--- src/rtl/vrased_reset_ctrl_pkg.sv ---
// Shared constants and types for the VRASED reset controller.
package vrased_reset_ctrl_pkg;

    localparam int unsigned ViolWidth = 6;

    // Bit positions of the per-monitor violation pulses
    localparam int unsigned ViolXStack    = 0;
    localparam int unsigned ViolAc        = 1;
    localparam int unsigned ViolAtomicity = 2;
    localparam int unsigned ViolDmaAc     = 3;
    localparam int unsigned ViolDmaDetect = 4;
    localparam int unsigned ViolDmaXStack = 5;

    localparam logic [15:0] DefaultResetHandler   = 16'h0000;
    localparam int unsigned DefaultHoldCycles     = 8;
    localparam int unsigned DefaultHandlerTimeout = 16;

    typedef enum logic [1:0] {
        StIdle        = 2'd0,
        StHold        = 2'd1,
        StWaitHandler = 2'd2
    } state_e;

endpackage

--- src/rtl/vrased_reset_ctrl_if.sv ---
// Monitor-side inputs and CPU-side outputs of the reset controller.
interface vrased_reset_ctrl_if;
    import vrased_reset_ctrl_pkg::*;

    logic [ViolWidth-1:0] violation;
    logic [15:0]          pc;
    logic                 cause_clr;
    logic                 cpu_reset;
    logic [ViolWidth-1:0] first_cause;
    logic [ViolWidth-1:0] cause_log;
    logic [7:0]           viol_count;
    logic                 busy;

    modport master (
        output violation, pc, cause_clr,
        input  cpu_reset, first_cause, cause_log, viol_count, busy
    );

    modport slave (
        input  violation, pc, cause_clr,
        output cpu_reset, first_cause, cause_log, viol_count, busy
    );

endinterface

--- src/rtl/vrased_sat_counter.sv ---
// Up-counter with enable that sticks at all-ones instead of wrapping.
module vrased_sat_counter #(
    parameter int unsigned Width = 8
) (
    input  logic             clk,
    input  logic             reset,
    input  logic             en,
    output logic [Width-1:0] count
);

    logic [Width-1:0] count_q;

    // Count enabled cycles, holding once every bit is set
    always_ff @(posedge clk or posedge reset) begin
        if (reset) begin
            count_q <= '0;
        end else if (en && (count_q != {Width{1'b1}})) begin
            count_q <= count_q + 1'b1;
        end
    end

    assign count = count_q;

endmodule

--- src/rtl/vrased_reset_ctrl.sv ---
// Holds the CPU in reset after any monitor violation, then waits for the PC
// to reach the reset handler, re-entering the hold on a new violation or timeout.
module vrased_reset_ctrl
    import vrased_reset_ctrl_pkg::*;
#(
    parameter logic [15:0] RESET_HANDLER   = DefaultResetHandler,
    parameter int unsigned HOLD_CYCLES     = DefaultHoldCycles,
    parameter int unsigned HANDLER_TIMEOUT = DefaultHandlerTimeout
) (
    input logic               clk,
    input logic               reset,
    vrased_reset_ctrl_if.slave bus
);

    // Counters run from N-1 down to 0, giving exactly N cycles per phase
    localparam logic [7:0] HoldLoad    = 8'(HOLD_CYCLES - 1);
    localparam logic [7:0] TimeoutLoad = 8'(HANDLER_TIMEOUT - 1);

    state_e               state_q, state_d;
    logic [7:0]           hold_cnt_q, hold_cnt_d;
    logic [7:0]           tmo_cnt_q, tmo_cnt_d;
    logic                 cpu_reset_q, cpu_reset_d;
    logic [ViolWidth-1:0] first_cause_q, first_cause_d;
    logic [ViolWidth-1:0] cause_log_q, cause_log_d;
    logic [7:0]           viol_count;
    logic                 viol_any;
    logic                 busy;

    assign viol_any = |bus.violation;

    // State register; cpu_reset is registered from the next state
    always_ff @(posedge clk or posedge reset) begin
        if (reset) begin
            state_q     <= StIdle;
            hold_cnt_q  <= '0;
            tmo_cnt_q   <= '0;
            cpu_reset_q <= 1'b0;
        end else begin
            state_q     <= state_d;
            hold_cnt_q  <= hold_cnt_d;
            tmo_cnt_q   <= tmo_cnt_d;
            cpu_reset_q <= cpu_reset_d;
        end
    end

    // Next-state and down-counter logic
    always_comb begin
        state_d    = state_q;
        hold_cnt_d = hold_cnt_q;
        tmo_cnt_d  = tmo_cnt_q;
        unique case (state_q)
            StIdle: begin
                if (viol_any) begin
                    state_d    = StHold;
                    hold_cnt_d = HoldLoad;
                end
            end
            StHold: begin
                // A fresh violation stretches the hold
                if (viol_any) begin
                    hold_cnt_d = HoldLoad;
                end else if (hold_cnt_q == 8'd0) begin
                    state_d   = StWaitHandler;
                    tmo_cnt_d = TimeoutLoad;
                end else begin
                    hold_cnt_d = hold_cnt_q - 8'd1;
                end
            end
            StWaitHandler: begin
                // Violation outranks a same-cycle handler match
                if (viol_any) begin
                    state_d    = StHold;
                    hold_cnt_d = HoldLoad;
                end else if (bus.pc == RESET_HANDLER) begin
                    state_d = StIdle;
                end else if (tmo_cnt_q == 8'd0) begin
                    state_d    = StHold;
                    hold_cnt_d = HoldLoad;
                end else begin
                    tmo_cnt_d = tmo_cnt_q - 8'd1;
                end
            end
            default: begin
                state_d = StIdle;
            end
        endcase
    end

    // Output decode
    always_comb begin
        cpu_reset_d = (state_d == StHold);
        busy        = (state_q != StIdle);
    end

    // Cause tracking; a clear takes effect before same-cycle violation bits merge in
    always_comb begin
        cause_log_d   = (bus.cause_clr ? '0 : cause_log_q) | bus.violation;
        first_cause_d = first_cause_q;
        if (bus.cause_clr) begin
            first_cause_d = bus.violation;
        end else if ((state_q == StIdle) && viol_any) begin
            first_cause_d = bus.violation;
        end
    end

    // Cause registers
    always_ff @(posedge clk or posedge reset) begin
        if (reset) begin
            first_cause_q <= '0;
            cause_log_q   <= '0;
        end else begin
            first_cause_q <= first_cause_d;
            cause_log_q   <= cause_log_d;
        end
    end

    vrased_sat_counter #(
        .Width (8)
    ) u_viol_count (
        .clk   (clk),
        .reset (reset),
        .en    (viol_any),
        .count (viol_count)
    );

    assign bus.cpu_reset   = cpu_reset_q;
    assign bus.busy        = busy;
    assign bus.first_cause = first_cause_q;
    assign bus.cause_log   = cause_log_q;
    assign bus.viol_count  = viol_count;

endmodule

--- src/flat_wrapper.sv ---
// flat-port wrapper written by rule: the top's interface ports become plain ports
module vrased_reset_ctrl_flat import vrased_reset_ctrl_pkg::*;
#(
    parameter logic [15:0] RESET_HANDLER   = DefaultResetHandler,
    parameter int unsigned HOLD_CYCLES     = DefaultHoldCycles,
    parameter int unsigned HANDLER_TIMEOUT = DefaultHandlerTimeout
)
  (clk, reset, bus_violation, bus_pc, bus_cause_clr, bus_cpu_reset, bus_first_cause, bus_cause_log, bus_viol_count, bus_busy);
  vrased_reset_ctrl_if bus_i ();
  input logic clk;
  input logic reset;
  input wire logic [$bits(bus_i.violation)-1:0] bus_violation;
  input wire logic [$bits(bus_i.pc)-1:0] bus_pc;
  input wire logic [$bits(bus_i.cause_clr)-1:0] bus_cause_clr;
  output wire logic [$bits(bus_i.cpu_reset)-1:0] bus_cpu_reset;
  output wire logic [$bits(bus_i.first_cause)-1:0] bus_first_cause;
  output wire logic [$bits(bus_i.cause_log)-1:0] bus_cause_log;
  output wire logic [$bits(bus_i.viol_count)-1:0] bus_viol_count;
  output wire logic [$bits(bus_i.busy)-1:0] bus_busy;
  assign bus_i.violation = bus_violation;
  assign bus_i.pc = bus_pc;
  assign bus_i.cause_clr = bus_cause_clr;
  assign bus_cpu_reset = bus_i.cpu_reset;
  assign bus_first_cause = bus_i.first_cause;
  assign bus_cause_log = bus_i.cause_log;
  assign bus_viol_count = bus_i.viol_count;
  assign bus_busy = bus_i.busy;
  vrased_reset_ctrl #(.RESET_HANDLER(RESET_HANDLER), .HOLD_CYCLES(HOLD_CYCLES), .HANDLER_TIMEOUT(HANDLER_TIMEOUT)) u_core (.clk(clk), .reset(reset), .bus(bus_i));
endmodule
--- config.mk ---
export PLATFORM = sky130hd
export DESIGN_NAME = vrased_reset_ctrl_flat
export DESIGN_NICKNAME = d
export VERILOG_FILES = /design/src/rtl/vrased_reset_ctrl_pkg.sv /design/src/rtl/vrased_reset_ctrl_if.sv /design/src/rtl/vrased_sat_counter.sv /design/src/rtl/vrased_reset_ctrl.sv /design/src/flat_wrapper.sv
export SDC_FILE = /design/constraint.sdc
export NUM_CORES = 1
export LEC_CHECK = 0
export ABC_CLOCK_PERIOD_IN_PS = 2200
export CAP_MARGIN = 20
export CORE_MARGIN = 1.5
export CORE_UTILIZATION = 45
export DETAILED_ROUTE_END_ITERATION = 10
export GPL_ROUTABILITY_DRIVEN = 0
export PLACE_DENSITY = 0.73
export SYNTH_ARGS = -nofsm -noshare
export SYNTH_HDL_FRONTEND = slang
export SYNTH_HIERARCHICAL = 1
export SYNTH_SLANG_ARGS = --single-unit
export TNS_END_PERCENT = 20
--- constraint.sdc ---
create_clock -name clk -period 2.2 [get_ports clk]
set_clock_uncertainty 0.2 [all_clocks]
set_input_delay 0.44 -clock clk [delete_from_list [all_inputs] [get_ports clk]]
set_output_delay 0.44 -clock clk [all_outputs]
set_load 0.005 [all_outputs]
Word-level counts from Yosys, hierarchy flattened
Index checks and enable logic that the tools add are counted.
{"block": "totals", "register_bits": 39}
{"block": "op_classes", "n_mux": 23, "add_sub_neg": 3, "eq_ne": 13, "bitwise_logic": 1, "reduce_logical": 13}
{"operator": "8-bit 2-to-1 mux", "n": 11}
{"operator": "8-bit case mux with 3 select lines", "n": 1}
{"operator": "6-bit 2-to-1 mux", "n": 3}
{"operator": "16-bit logical NOT", "n": 1}
{"operator": "8-bit logical NOT", "n": 2}
{"operator": "8-bit case mux with 2 select lines", "n": 1}
{"operator": "8-bit by 1-bit subtractor with 8-bit output (second input constant)", "n": 2}
{"operator": "2-bit 2-to-1 mux", "n": 6}
{"operator": "2-bit inequality test (second input constant)", "n": 5}
{"operator": "8-bit by 1-bit adder with 8-bit output (second input constant)", "n": 1}
{"operator": "8-bit inequality test (second input constant)", "n": 1}
{"operator": "3-bit inequality test (second input constant)", "n": 2}
{"operator": "6-bit bitwise OR", "n": 1}
{"operator": "2-bit case mux with 3 select lines", "n": 1}
{"operator": "6-bit AND reduction", "n": 1}
{"operator": "2-bit nonzero test", "n": 3}
{"operator": "6-bit OR reduction", "n": 1}
{"operator": "5-bit AND reduction", "n": 1}
{"operator": "2-bit by 1-bit == test with 1-bit output (second input constant)", "n": 2}
{"operator": "3-bit by 2-bit inequality test with 1-bit output (second input constant)", "n": 1}
{"operator": "3-bit nonzero test", "n": 1}
{"operator": "2-bit == test (second input constant)", "n": 1}
{"operator": "1-bit logical AND", "n": 2}
{"operator": "2-bit logical NOT", "n": 1}
{"operator": "2-bit by 1-bit inequality test with 1-bit output (second input constant)", "n": 1}

Depth between registers and ports, before layout
Gate-level depths: netlist (run 1).
{"block": "depth", "word_depth": 6, "mapped_depth": 7}

Hierarchy
Netlist (run 1), hierarchy kept.
{"module": "vrased_reset_ctrl", "seq_area_each_um2": 775.7, "cells_per_inst": 147, "instances": 1, "area_each_um2": 1605.3}
{"module": "vrased_sat_counter", "seq_area_each_um2": 200.2, "cells_per_inst": 38, "instances": 1, "area_each_um2": 419.2}

Least setup slack after synthesis (run 1)
No wires, ideal clock.
{"block": "synth_path", "kind": "input to register", "start": "input bus_pc[10]", "end": "register u_core.tmo_cnt_q[1]", "arrival_time_ns": 2.040, "slack_ns": -0.165, "t_required_ns": 1.875, "n_path_buf": 0, "path_stages": 5, "path_cell_list": "or4_1 > o41a_4 > a21boi_4 > inv_2 > mux2_4"}
{"block": "synth_between", "elab_chain_len": 3}
{"element": "start, declared", "line_no": "flat_wrapper.sv:13", "source": "input wire logic [$bits(bus_i.pc)-1:0] bus_pc;"}
{"element": "16-bit logical NOT", "line_no": "vrased_reset_ctrl.sv:74", "source": "end else if (bus.pc == RESET_HANDLER) begin"}
{"element": "2-bit inequality test (no source line)"}
{"element": "6-bit AND reduction (no source line)"}
{"element": "end signal, assigned", "line_no": "vrased_reset_ctrl.sv:41", "source": "tmo_cnt_q <= tmo_cnt_d;"}
{"element": "end, declared", "line_no": "vrased_reset_ctrl.sv:21", "source": "logic [7:0] tmo_cnt_q, tmo_cnt_d;"}
No other way between the ends.
A chain may end at the register's enable or synchronous reset.

Worst setup path in the final report (run 1)
{"block": "layout_path", "start": "input bus_pc[3]", "end": "register u_core.tmo_cnt_q[1]"}
The elaborated chain is that of the path after synthesis.

==> results of run 1 <==
-- final cells by class --
type	count	area, µm²	area share
clock buffer	7	76.32	0.02526
clock inverter	1	5.005	0.001656
inverter	11	41.29	0.01366
multi-input combinational	134	1102	0.3648
sequential	39	977.2	0.3234
tap	52	65.06	0.02153
timing repair buffer	86	754.5	0.2497
-- sequential cells by signal (all words and copies together), names as in the netlist --
signal	count
u_core/state_q	2
u_core/u_viol_count/count	8
u_core/hold_cnt_q	8
u_core/tmo_cnt_q	8
u_core/bus.first_cause	6
u_core/bus.cpu_reset	1
u_core/bus.cause_log	6
-- logic make-up after synthesis --
| family | count (synthesis) | synth area share |
|---|---|---|
| xor gates and xnor gates | 1 | 0.004327 |
| buffers and inverters | 12 | 0.02287 |
| DFF | 39 | 0.4821 |
| and+or+nand+nor | 60 | 0.1799 |
| muxes | 11 | 0.06304 |
| adders and majority gates | 5 | 0.03090 |
| AOI/OAI and AO/OA | 57 | 0.2169 |
-- stage by stage --
stage / total power (µW) / hold WS, ps / cells / util
after floorplan: 1180 / 55.66 / 185 / -
after global placement: 1487 / 259.1 / 318 / 0.6466
after detailed placement: 1513 / 267.9 / 318 / 0.6466
after CTS: 1980 / 225.0 / 329 / 0.6813
after global routing: 2081 / 268.1 / 330 / 0.6940
final: 1961 / 220.4 / 330 / 0.6940
-- timing repair --
item	in CTS	in global routing
gates resized for setup	42	16
buffers inserted	3	1
pin swaps	12	8
setup endpoints to repair	20	17
-- placed cells by master (no fill, tap or decap), types with 3 or more instances in the layout --
| cell type | count |
|---|---|
| buf_4 | 36 |
| a31oi_1 | 5 |
| ha_1 | 5 |
| a21oi_1 | 11 |
| nor3_1 | 5 |
| mux2_1 | 3 |
| inv_1 | 9 |
| nand4_1 | 4 |
| o211ai_1 | 4 |
| clkbuf_8 | 5 |
| nor2_1 | 9 |
| nand3_1 | 6 |
| o21a_1 | 4 |
| o21bai_1 | 3 |
| clkdlybuf4s15_1 | 8 |
| mux2_2 | 7 |
| dfrtp_1 | 38 |
| or4_4 | 6 |
| a21o_1 | 7 |
| dlygate4sd2_1 | 9 |
| buf_6 | 4 |
| and3_1 | 3 |
| clkdlybuf4s50_1 | 24 |
| nand2_1 | 9 |
-- metal layers --
layer	vias up	share of wire
li1	894	-
met1	895	0.46
met2	45	0.47
met3	6	0.058
met4	0	0.013
met5	-	0
-- worst max-delay path: stages --
cell           delay (ps)
dlygate4sd2_1         230
or4_4                 500
o41a_4                470
a21boi_4              150
inv_2                  70
mux2_4                290
-- worst min-delay path by stage --
| stage | startpoint | end | slack [ps] |
|---|---|---|---|
| final | reset | u_core/u_viol_count/count[2] | 220 |
| after global routing | reset | u_core/u_viol_count/count[2] | 270 |
| after CTS | reset | u_core/u_viol_count/count[2] | 230 |
| after detailed placement | u_core/bus.cause_log[1] | u_core/bus.cause_log[1] | 270 |
| after global placement | u_core/tmo_cnt_q[7] | u_core/tmo_cnt_q[7] | 260 |
| after floorplan | reset | u_core/u_viol_count/count[0] | 60 |
-- power breakdown --
group | switching, µW | leakage (µW) | internal, µW
registers | 136 | 0.000454 | 812
clock network | 241 | 0.0000422 | 222
logic | 207 | 0.000831 | 342
total | 584 | 0.00133 | 1380
==> flow_summary.json, run 1 <==
{
  "drt_first_iter_violations": 61,
  "tns_ps": 0,
  "ioPinCount": 47,
  "fin_crit_sh": 0.9870,
  "hold_buffers": 0,
  "critical_path_class": "input port to flip-flop",
  "fillCellCount": 322,
  "endpoint": "u_core/tmo_cnt_q[1]",
  "cts_tree": "yes",
  "grt.total_usage": 0.2238,
  "cp-start-kind": "input port",
  "via_per_inst": 5.576,
  "areaGrowthSynthToFinish_pct": 49.26,
  "use_met2": 0.3598,
  "synth.most_common_cell": "dfrtp_1",
  "async_flop_share": 1.000,
  "layout.nets": 307,
  "ff2ff_path_depth": 7,
  "drtPass1Iterations": 4,
  "rsz0062_at_grt": "false",
  "synth_area_um2": 2024,
  "synth_edf_count": 0,
  "post-place-ws_ps": -557.9,
  "ant_nets": 0,
  "antenna_cells": 0,
  "dpl_cell_area_um2": 2815,
  "worst-r2r-setup-slack_ps": 90,
  "root_buffer": "clkbuf_8",
  "power.density_nw_per_um2": 648.9,
  "crit_start": "bus_pc[3]",
  "design.core.area_um2": 4354,
  "drv_cap": 0,
  "dieHeight_um": 70.07,
  "setup_viol": 0,
  "first_global_vias": 1897,
  "fin_ws_ps": 28.70,
  "synthTopCellsByCount": "39 x dfrtp_1, 11 x a21oi_1, 10 x inv_1, 9 x nand2_1, 9 x nor2_1",
  "synth_cell_types": 54,
  "cts_buffer_depth": 2,
  "gr-usage-met3": 0.06494,
  "fp.dieArea_um2": 4910,
  "grt.overflow.total": 0,
  "synth_ff_type": "dfrtp_1",
  "yosys_warnings": 6,
  "yosys_register_bits": 39,
  "clk_latency_ps": 290,
  "avgRoutedWirePerCell_um": 15.52,
  "num_vias": 1840,
  "r2r_start": "u_core/tmo_cnt_q[0]",
  "yosys.area.top_type": "dfrtp_1",
  "cp.arrival_ps": 2150,
  "start_util": 0.4649,
  "drc": 0,
  "clk_pin_slew_worst_paths_ps": 70,
  "peakVddDrop_uv": 658.1,
  "grt_first_pass_wirelength_mm": 8.707,
  "fin_crit_ps": 2171,
  "maxSlewHeadroom": 0.7343,
  "slew_violations": 0,
  "numCtsBuffers": 5,
  "postLayoutCellArea_um2": 3022,
  "dp_hpwl_mm": 3.618,
  "hold_viol": 0,
  "critical_path.reg2reg.endpoint": "u_core/tmo_cnt_q[1]",
  "io_buffer_count": 46,
  "synth_area_per_cell_um2": 10.94,
  "netlist.area_leader.share": 0.4821,
  "busiest_layer": "met2",
  "clock-sinks": 39,
  "hold_path_class": "input port to asynchronous set/reset pin",
  "grt_antenna_before_repair": 0,
  "outcome": "completed",
  "netlist_top_cells_area": "dfrtp_1 48%, mux2_2 3.9%, ha_1 3.1%",
  "power.leakage_uw": 0.001327,
  "end_kind": "flip-flop",
  "tightest_slew_ps": 398.5,
  "row_count": 24,
  "final_layout_size_suffix_gt1_frac": 0.3022,
  "gr-usage-met1": 0.2942,
  "fmax_mhz": 460.6,
  "synth-seq-area-share": 0.4821,
  "syn-num-nets": 215,
  "netlist_instances": 185,
  "fp.dieW_um": 70.07,
  "cp_max_fo": 3,
  "grt_max_degree": 32,
  "routed_wl_mm": 5.121,
  "cp.required_ps": 2180,
  "htreeDepth": 2
}
Note: power is estimated with default switching activity, not from simulation.
==> inputs of run 2 (changes only) <==
- ABC_CLOCK_PERIOD_IN_PS: 2200 -> 2000
- CAP_MARGIN: 20 -> 40
- CORE_UTILIZATION: 45 -> 46
- PLACE_DENSITY: 0.73 -> 0.71
- clock period: 2.2 -> 2 ns (I/O delays scaled with it)
==> run 2 against run 1 <==
The flow now finishes with violations (negative setup slack). Sequential share of layout area shrank 0.82 points. Largest power group unchanged. Critical path depth is the same. Setup slack lost 150 ps. Highest routed layer unchanged. Clock power grew 9.7%. Worst hold slack lost 27 ps. Wire length grew 3.5%.
==> flow_summary.json, run 2 (synthesis gave the netlist of run 1 again) <==
{
  "clock-sinks": 39,
  "setup_viol": 10,
  "cp.required_ps": 1980,
  "post-route-util": 0.7534,
  "outcome": "complete, but fails checks",
  "first_global_vias": 1964,
  "cp-start-kind": "input port",
  "avgRoutedWirePerCell_um": 15.54,
  "cts_buffer_depth": 2,
  "crit_path_top_delay_cell": "o41a_4",
  "clk_latency_ps": 290,
  "grt.total_usage": 0.2352,
  "slew_violations": 0,
  "dp_cells": 327,
  "drv_cap": 0,
  "fin_crit_ps": 2121,
  "cp_max_fo": 5,
  "critical_path_class": "input port to flip-flop",
  "drt_first_iter_violations": 156,
  "layout_common_cells": "47 x buf_4, 38 x dfrtp_1, 23 x clkdlybuf4s50_1",
  "routed_wl_mm": 5.300,
  "cts_tree": "yes",
  "via_per_inst": 5.587,
  "dieHeight_um": 69.34,
  "grt_antenna_before_repair": 0,
  "antenna_cells": 0,
  "hold_viol": 0,
  "clk_pin_slew_worst_paths_ps": 80,
  "final_common_cell": "buf_4",
  "slowest_delay_ps": 500,
  "grt.overflow.total": 0,
  "fillCellCount": 289,
  "fp.dieW_um": 69.34,
  "start_util": 0.4919,
  "fp.dieArea_um2": 4808,
  "root_buffer": "clkbuf_8",
  "io_buffer_count": 46,
  "power.density_nw_per_um2": 696.8,
  "crit_chain": "clkdlybuf4s15_1 -> or4_4 -> o41a_4 -> a21boi_4 -> inv_2 -> mux2_4",
  "fmax_mhz": 471.5,
  "power.leakage_uw": 0.001363,
  "final_layout_size_suffix_gt1_frac": 0.3918,
  "areaGrowthSynthToFinish_pct": 53.15,
  "rsz0062_at_grt": "true",
  "dp_hpwl_mm": 4.016,
  "peakVddDrop_uv": 472.1,
  "ioPinCount": 47,
  "design.core.area_um2": 4115,
  "grt_max_degree": 32,
  "drtPass1Iterations": 4,
  "layout.nets": 320,
  "end_kind": "flip-flop",
  "ant_nets": 0,
  "fin_crit_sh": 1.061,
  "num_vias": 1905,
  "fin_ws_ps": -121.1,
  "fin_cells": 341,
  "row_count": 23,
  "cp.arrival_ps": 2100,
  "hold_path_class": "input port to asynchronous set/reset pin",
  "maxSlewHeadroom": 0.7311,
  "htreeDepth": 2,
  "tightest_slew_ps": 403.3,
  "numCtsBuffers": 5,
  "total_power_uw": 2160,
  "drc": 0,
  "grt_first_pass_wirelength_mm": 9.045,
  "violations": "negative setup slack"
}
[run 2: changes by cell type in the layout (fill, tap and decap cells not counted), moves of 3 or more]
cell / before / now
buf_4: 36 / 47
buf_2: 1 / 6
buf_6: 4 / 7
clkdlybuf4s15_1: 8 / 5
inv_1: 9 / 6
inv_2: 2 / 5
[run 2: final cells by class]
type	count	area [µm²]	area share
clock buffers	5	68.82	0.02220
clock inverters	3	15.01	0.004843
inverters	11	41.29	0.01332
multi-input cells	134	1112	0.3588
flip-flops and latches	39	977.2	0.3152
well taps	50	62.56	0.02018
repair buffers	99	823.3	0.2655
[run 2: timing repair]
action | 4_1_cts | 5_1_grt
endpoints found under the setup margin | 31 | 27
buffers inserted | 3 | 3
pin swaps | 20 | 5
gates resized for setup | 64 | 20
hold buffers | 0 | 0
[run 2: path summary, 6_finish.rpt]
kind | start | to | slack, ps | cells past startpoint
worst max-delay path | bus_pc[4] | u_core/tmo_cnt_q[1] | -120 | 6
worst min-delay path | reset | u_core/u_viol_count/count[6] | 190 | 2
worst max register to register | u_core/tmo_cnt_q[0] | u_core/tmo_cnt_q[1] | -90 | 7
worst min register to register | u_core/bus.cause_log[5] | u_core/bus.cause_log[5] | 280 | 1
max in group asynchronous | reset | u_core/hold_cnt_q[4] | 980 | 3
min in group clk | u_core/bus.cause_log[5] | u_core/bus.cause_log[5] | 280 | 1
[run 2: report_power, final]
part	total [µW]	internal [µW]	leakage, µW	switching [µW]
registers	1040	896	0.000453	145
logic	612	379	0.000862	233
clock network	508	239	0.0000477	270
[run 2: critical path, delay by kind of cell]
kind | cells | cell delay (ps)
compound gates | 2 | 670
buf+inv | 2 | 240
mux | 1 | 290
simple gates | 1 | 490
[run 2: stage by stage]
| step | hold WS, ps | worst slack, ps | instance area (µm²) | setup TNS, ps |
|---|---|---|---|---|
| 2_1_floorplan | 15.66 | -319.1 | 2028 | -2173 |
| 3_3_place_gp | 268.4 | -698.0 | 2899 | -15280 |
| 3_5_place_dp | 267.1 | -703.4 | 2899 | -16290 |
| 4_1_cts | 190.3 | -109.2 | 3052 | -298.1 |
| 5_1_grt | 246.4 | -158.7 | 3100 | -1242 |
| 6_report | 193.0 | -121.1 | 3100 | -524.7 |
[run 2: routing by layer]
layer / share of wire / global-route usage / wire (µm) / up-vias
met1: 0.43 / 0.2924 / 2297 / 920
li1: - / - / - / 922
met5: 0 / 0 / 0 / -
met3: 0.059 / 0.06541 / 312 / 4
met2: 0.50 / 0.3985 / 2646 / 59
met4: 0.0083 / 0.06972 / 44 / 0
